`src/rtl/fejkon_csr_arbiter.sv`:
```
`default_nettype none
// ============================================================================
//  Module   : fejkon_csr_arbiter
//  Purpose  : Round-robin arbiter sharing one fixed-latency Avalon-MM CSR
//             slave between two masters (A = PCIe BAR path, B = JTAG/debug).
//             One transaction is in flight at a time. All outputs registered.
//  Ports    : clk, reset_n            clock, async active-low reset
//             a_* / b_*               Avalon-MM slave ports facing masters
//                                     (address, read, write, writedata in;
//                                      waitrequest, readdata, readdatavalid out)
//             s_*                     Avalon-MM master port to the CSR slave
//                                     (address, read, write, writedata out;
//                                      readdata in)
//  Revision : 1.0  initial release
// ============================================================================
module fejkon_csr_arbiter #(
  parameter int ADDR_W       = 4,
  parameter int DATA_W       = 32,
  parameter int READ_LATENCY = 1
) (
  input  logic              clk,
  input  logic              reset_n,
  input  logic [ADDR_W-1:0] a_address,
  input  logic              a_read,
  input  logic              a_write,
  input  logic [DATA_W-1:0] a_writedata,
  output logic              a_waitrequest,
  output logic [DATA_W-1:0] a_readdata,
  output logic              a_readdatavalid,
  input  logic [ADDR_W-1:0] b_address,
  input  logic              b_read,
  input  logic              b_write,
  input  logic [DATA_W-1:0] b_writedata,
  output logic              b_waitrequest,
  output logic [DATA_W-1:0] b_readdata,
  output logic              b_readdatavalid,
  output logic [ADDR_W-1:0] s_address,
  output logic              s_read,
  output logic              s_write,
  output logic [DATA_W-1:0] s_writedata,
  input  logic [DATA_W-1:0] s_readdata
);

  typedef enum logic [1:0] {
    ST_IDLE  = 2'd0,
    ST_ISSUE = 2'd1,
    ST_WAIT  = 2'd2,
    ST_RESP  = 2'd3
  } state_t;

  // WAIT counts down to zero; the capture happens on the zero cycle, so the
  // load value is one less than the slave latency.
  localparam logic [1:0] c_cnt_load = (READ_LATENCY == 0) ? 2'd0 : 2'(READ_LATENCY - 1);

  state_t              r_state;
  logic                r_last_b;   // 1: B was granted last, so A has priority
  logic                r_grant_b;  // owner of the transaction in flight
  logic                r_is_write;
  logic [1:0]          r_cnt;

  logic                r_a_waitrequest;
  logic                r_b_waitrequest;
  logic [DATA_W-1:0]   r_a_readdata;
  logic [DATA_W-1:0]   r_b_readdata;
  logic                r_a_readdatavalid;
  logic                r_b_readdatavalid;
  logic [ADDR_W-1:0]   r_s_address;
  logic                r_s_read;
  logic                r_s_write;
  logic [DATA_W-1:0]   r_s_writedata;

  logic                w_a_req;
  logic                w_b_req;
  logic                w_pick_b;
  logic                w_cmd_write;
  logic                w_capture;

  assign w_a_req     = a_read | a_write;
  assign w_b_req     = b_read | b_write;
  // B wins when it is the only requester, or on contention when A went last.
  assign w_pick_b    = w_b_req & (~w_a_req | ~r_last_b);
  // Write takes precedence if a master raises read and write together.
  assign w_cmd_write = w_pick_b ? b_write : a_write;

  // Slave read data is sampled in ISSUE for a combinational slave, otherwise
  // on the last WAIT cycle.
  assign w_capture = ((r_state == ST_ISSUE) && !r_is_write && (READ_LATENCY == 0)) ||
                     ((r_state == ST_WAIT) && (r_cnt == 2'd0));

  always_ff @(posedge clk or negedge reset_n) begin
    if (!reset_n) begin
      r_state           <= ST_IDLE;
      r_last_b          <= 1'b1;
      r_grant_b         <= 1'b0;
      r_is_write        <= 1'b0;
      r_cnt             <= 2'd0;
      r_a_waitrequest   <= 1'b1;
      r_b_waitrequest   <= 1'b1;
      r_a_readdata      <= '0;
      r_b_readdata      <= '0;
      r_a_readdatavalid <= 1'b0;
      r_b_readdatavalid <= 1'b0;
      r_s_address       <= '0;
      r_s_read          <= 1'b0;
      r_s_write         <= 1'b0;
      r_s_writedata     <= '0;
    end else begin
      case (r_state)
        ST_IDLE: begin
          if (w_a_req || w_b_req) begin
            r_grant_b       <= w_pick_b;
            r_last_b        <= w_pick_b;
            r_is_write      <= w_cmd_write;
            r_s_address     <= w_pick_b ? b_address : a_address;
            r_s_writedata   <= w_pick_b ? b_writedata : a_writedata;
            r_s_write       <= w_cmd_write;
            r_s_read        <= ~w_cmd_write;
            // Drop waitrequest so it is low exactly during ISSUE.
            r_a_waitrequest <= w_pick_b;
            r_b_waitrequest <= ~w_pick_b;
            r_state         <= ST_ISSUE;
          end
        end
        ST_ISSUE: begin
          r_a_waitrequest <= 1'b1;
          r_b_waitrequest <= 1'b1;
          r_s_read        <= 1'b0;
          r_s_write       <= 1'b0;
          if (r_is_write) begin
            r_state <= ST_IDLE;
          end else if (READ_LATENCY == 0) begin
            r_state <= ST_RESP;
          end else begin
            r_cnt   <= c_cnt_load;
            r_state <= ST_WAIT;
          end
        end
        ST_WAIT: begin
          if (r_cnt == 2'd0) begin
            r_state <= ST_RESP;
          end else begin
            r_cnt <= r_cnt - 2'd1;
          end
        end
        ST_RESP: begin
          r_a_readdatavalid <= 1'b0;
          r_b_readdatavalid <= 1'b0;
          r_state           <= ST_IDLE;
        end
        default: r_state <= ST_IDLE;
      endcase

      // readdata is only updated on capture and holds otherwise.
      if (w_capture) begin
        if (r_grant_b) begin
          r_b_readdata      <= s_readdata;
          r_b_readdatavalid <= 1'b1;
        end else begin
          r_a_readdata      <= s_readdata;
          r_a_readdatavalid <= 1'b1;
        end
      end
    end
  end

  assign a_waitrequest   = r_a_waitrequest;
  assign b_waitrequest   = r_b_waitrequest;
  assign a_readdata      = r_a_readdata;
  assign b_readdata      = r_b_readdata;
  assign a_readdatavalid = r_a_readdatavalid;
  assign b_readdatavalid = r_b_readdatavalid;
  assign s_address       = r_s_address;
  assign s_read          = r_s_read;
  assign s_write         = r_s_write;
  assign s_writedata     = r_s_writedata;

endmodule
`default_nettype wire
```
`config.mk`:
```
export PLATFORM = sky130hd
export DESIGN_NAME = fejkon_csr_arbiter
export DESIGN_NICKNAME = d
export VERILOG_FILES = /design/src/rtl/fejkon_csr_arbiter.sv
export SDC_FILE = /design/constraint.sdc
export NUM_CORES = 1
export LEC_CHECK = 0
export CAP_MARGIN = 40
export CELL_PAD_IN_SITES_DETAIL_PLACEMENT = 0
export CELL_PAD_IN_SITES_GLOBAL_PLACEMENT = 2
export CORE_MARGIN = 2
export CORE_UTILIZATION = 27
export DETAILED_ROUTE_END_ITERATION = 12
export PLACE_DENSITY_LB_ADDON = 0.12
export SLEW_MARGIN = 20
export SYNTH_ARGS = -nofsm -noshare
export SYNTH_HDL_FRONTEND = slang
export SYNTH_SLANG_ARGS = --single-unit
```
`constraint.sdc`:
```
create_clock -name clk -period 4.02 [get_ports clk]
set_input_delay 1.005 -clock clk [delete_from_list [all_inputs] [get_ports clk]]
set_output_delay 1.005 -clock clk [all_outputs]
set_load 0.1 [all_outputs]
```
==> results.py <==
metrics = {
    "detailed_routing": {
        "first_iter_violations": 117,
        "route.detailed.drc": 0,
        "routedWlPerCell_um": 16.03,
        "vias_per_cell": 4.416,
        "routed_wl_um": 15210,
        "drt-pass1-iter-count": 4,
        "vias": 4191,
        "postRouteAntennaNets": 0,
    },
    "clock_tree": {
        "cts_setup_buffers": 0,
        "cts_inserted_buffers": 17,
        "cts_root_buf": "clkbuf_16",
        "hold_buffers": 0,
        "clk-insertion-delay-late_ns": 0.40,
        "cts.clk_slew.worst_paths_ns": 0.05,
        "clk_path_buf_depth": 2,
        "cts_tree": "built",
        "clock-sinks": 113,
        "htree_levels": 4,
        "cts.repair.resized": 0,
    },
    "worst_setup_path": {
        "cpMostUsedCell": "a21oi_1",
        "cp_cell_sequence": "clkdlybuf4s50_1 -> o21ai_0 -> nor2b_2 -> buf_4 -> a21oi_1 -> a21oi_1",
        "required_ns": 4.34,
        "worstSetupPathType": "in2reg",
        "crit_slowest_cell": "nor2b_2",
        "rr_worst_depth": 5,
        "cp.arrival_ns": 2.96,
        "crit_path_max_fanout": 14,
        "cp_slowest_stage_delay_ns": 0.55,
        "setup.worst_path.end_class": "register",
        "r2r_slack_ns": 2.02,
        "r2r_end": "a_readdata[5]",
        "start_kind": "primary input",
    },
    "floorplanning": {
        "start_util_pct": 27.76,
        "core-area_um2": 16700,
        "die_y_um": 135.0,
        "pin_count": 216,
        "die_area_um2": 18230,
        "die_width_um": 135.0,
        "fp-row-count": 47,
    },
    "sta": {
        "worstMarginPinSlew_ns": 0.7693,
        "timing.final.crit_share_pct": 65.69,
        "finClkSkew_ns": 0.005490,
        "slew_headroom_pct": 48.52,
        "hold_viol": 0,
        "period_needed_ns": 2.641,
        "setup_viol": 0,
        "maxSlewViolCount": 0,
        "fin_tns_setup_ns": 0,
        "grt_setup_unrepaired": "no",
        "fmax_mhz": 378.7,
    },
    "yosys": {
        "synth-compound-area-share_pct": 11.15,
        "synth_mux_area_share_pct": 15.55,
        "synthSimpleGateAreaFrac_pct": 8.529,
        "synth_warnings": 0,
        "synth_top_family_by_area": "multiplexers",
        "seq_area_frac_synth_pct": 61.08,
        "ys_seq_elements": 113,
        "netlist_area_um2": 4636,
        "synth_area_per_cell_um2": 11.86,
        "synth_cell_type_count": 28,
        "synth_xor_area_share_pct": 0,
        "syn_inst": 391,
        "synth_nets": 502,
        "synth_adder_area_share_pct": 0.2699,
    },
    "grt": {
        "grt_use_met1_pct": 22.55,
        "grt_pass1_vias": 4686,
        "antenna_found_initial": 0,
        "grt-busiest-layer": "met2",
        "use_met2_pct": 28.03,
        "grt_pass1_wl_um": 24650,
        "use_met3_pct": 4.955,
        "grt-ovfl-total": 0,
        "track_usage_pct": 17.49,
        "grt_max_degree": 45,
    },
    "status": {
        "outcome": "complete, no violations",
    },
    "cells_and_area": {
        "antenna_cells": 0,
        "area_growth_pct": 111.5,
        "final_area_um2": 9804,
        "drive_above_1_share_pct": 30.45,
        "layout.nets": 827,
    },
    "min_path": {
        "min_path_type": "reg2reg",
        "min_from": "a_readdatavalid",
        "holdPathEnd": "a_readdatavalid",
        "holdPathStages": 1,
    },
    "placement": {
        "dp_hpwl_um": 11190,
        "port-buffer-count": 215,
        "gp_congestion": 0.7536,
        "placed_cell_area_um2": 9154,
    },
    "run": {
        "maxCapViolations": 0,
    },
}
## area by class of cell
type	instances	area, µm²
clock buffers	18	439.2
clock inverters	14	211.5
fillers	1333	6897
inverters	4	15.01
multi-input cells	251	1655
flip-flops and latches	113	2831
well taps	220	275.3
repair buffers	329	4377
## worst max-delay path, delay by kind of cell
family                 cells  cell delay, ns
AOI/OAI and AO/OA          3            0.61
buffers and inverters      2            0.78
and+or+nand+nor            1            0.55
## synth_stat cells (all sizes together)
cell type	instances	area, µm²
dfrtp	110	2753
clkbuf	3	11.26
a21o	5	37.54
nand3b	3	22.52
a21oi	75	375.4
ha	1	12.51
nand2b	2	12.51
a311oi	1	15.01
buf	20	132.6
a31oi	2	12.51
nand2	42	157.7
o21ai	7	38.79
dfstp	3	78.83
mux2	64	720.7
nand3	2	15.01
a31o	1	8.760
inv	4	15.01
nor2	41	161.4
a211oi	1	20.02
nor2b	3	26.27
a211o	1	8.760
## state kept, by name (all words and copies together) (netlist names), named ones only
signal           count
s_writedata         32
s_read               1
b_readdatavalid      1
s_address            4
s_write              1
r_state              1
b_readdata          32
b_waitrequest        1
r_grant_b            1
r_is_write           1
r_last_b             1
a_waitrequest        1
r_cnt                2
a_readdatavalid      1
a_readdata          32
## kinds of logic (layout without fill, tap and decap cells)
| family | count (synthesis) | count (layout) |
|---|---|---|
| adders and majority gates | 1 | 1 |
| and+or+nand+nor | 93 | 93 |
| buffers and inverters | 27 | 365 |
| AOI/OAI and AO/OA | 93 | 93 |
| DFF | 113 | 113 |
| muxes | 64 | 64 |
## cells in the final DEF (no fill, tap or decap), types with 6 or more instances in the layout
| cell type | synthesis | layout |
|---|---|---|
| mux2_2 | 63 | 63 |
| dfrtp_1 | 110 | 110 |
| clkdlybuf4s50_1 | 0 | 212 |
| buf_8 | 0 | 61 |
| nor2_1 | 40 | 40 |
| o21ai_0 | 6 | 6 |
| nand2_1 | 42 | 42 |
| buf_4 | 3 | 9 |
| clkbuf_16 | 0 | 17 |
| buf_16 | 0 | 44 |
| a21oi_1 | 75 | 75 |
## layer usage
metal | part of all wire [%] | routed length (µm)
met1 | 43 | 6611
met2 | 48 | 7270
met3 | 6.6 | 1007
met4 | 2.1 | 321
met5 | 0 | 0
## worst max-delay path by stage
stage	slack, ns	endpoint	startpoint	cells past startpoint
after floorplan	2.03	s_address[0]	a_write	6
after global placement	1.05	s_writedata[9]	a_read	6
after detailed placement	0.95	s_writedata[13]	a_read	6
after CTS	1.38	s_writedata[13]	a_read	6
after global routing	1.17	s_writedata[3]	a_read	6
final	1.38	s_writedata[31]	a_read	6
## stage by stage
stage / util [%] / setup WS (ns) / hold WS, ns / instances
CTS: 58.71 / 1.381 / 0.4901 / 949
finish: 58.71 / 1.379 / 0.4861 / 949
global route: 58.71 / 1.175 / 0.5089 / 949
detailed placement: 54.81 / 0.9499 / 0.4694 / 917
floorplan: - / 2.032 / 0.4844 / 391
global placement: 41.83 / 1.047 / 0.4603 / 810
Power is left out: the tool's default activity adds up to more than one toggle a clock period on the data nets, which glitch-free logic cannot reach.
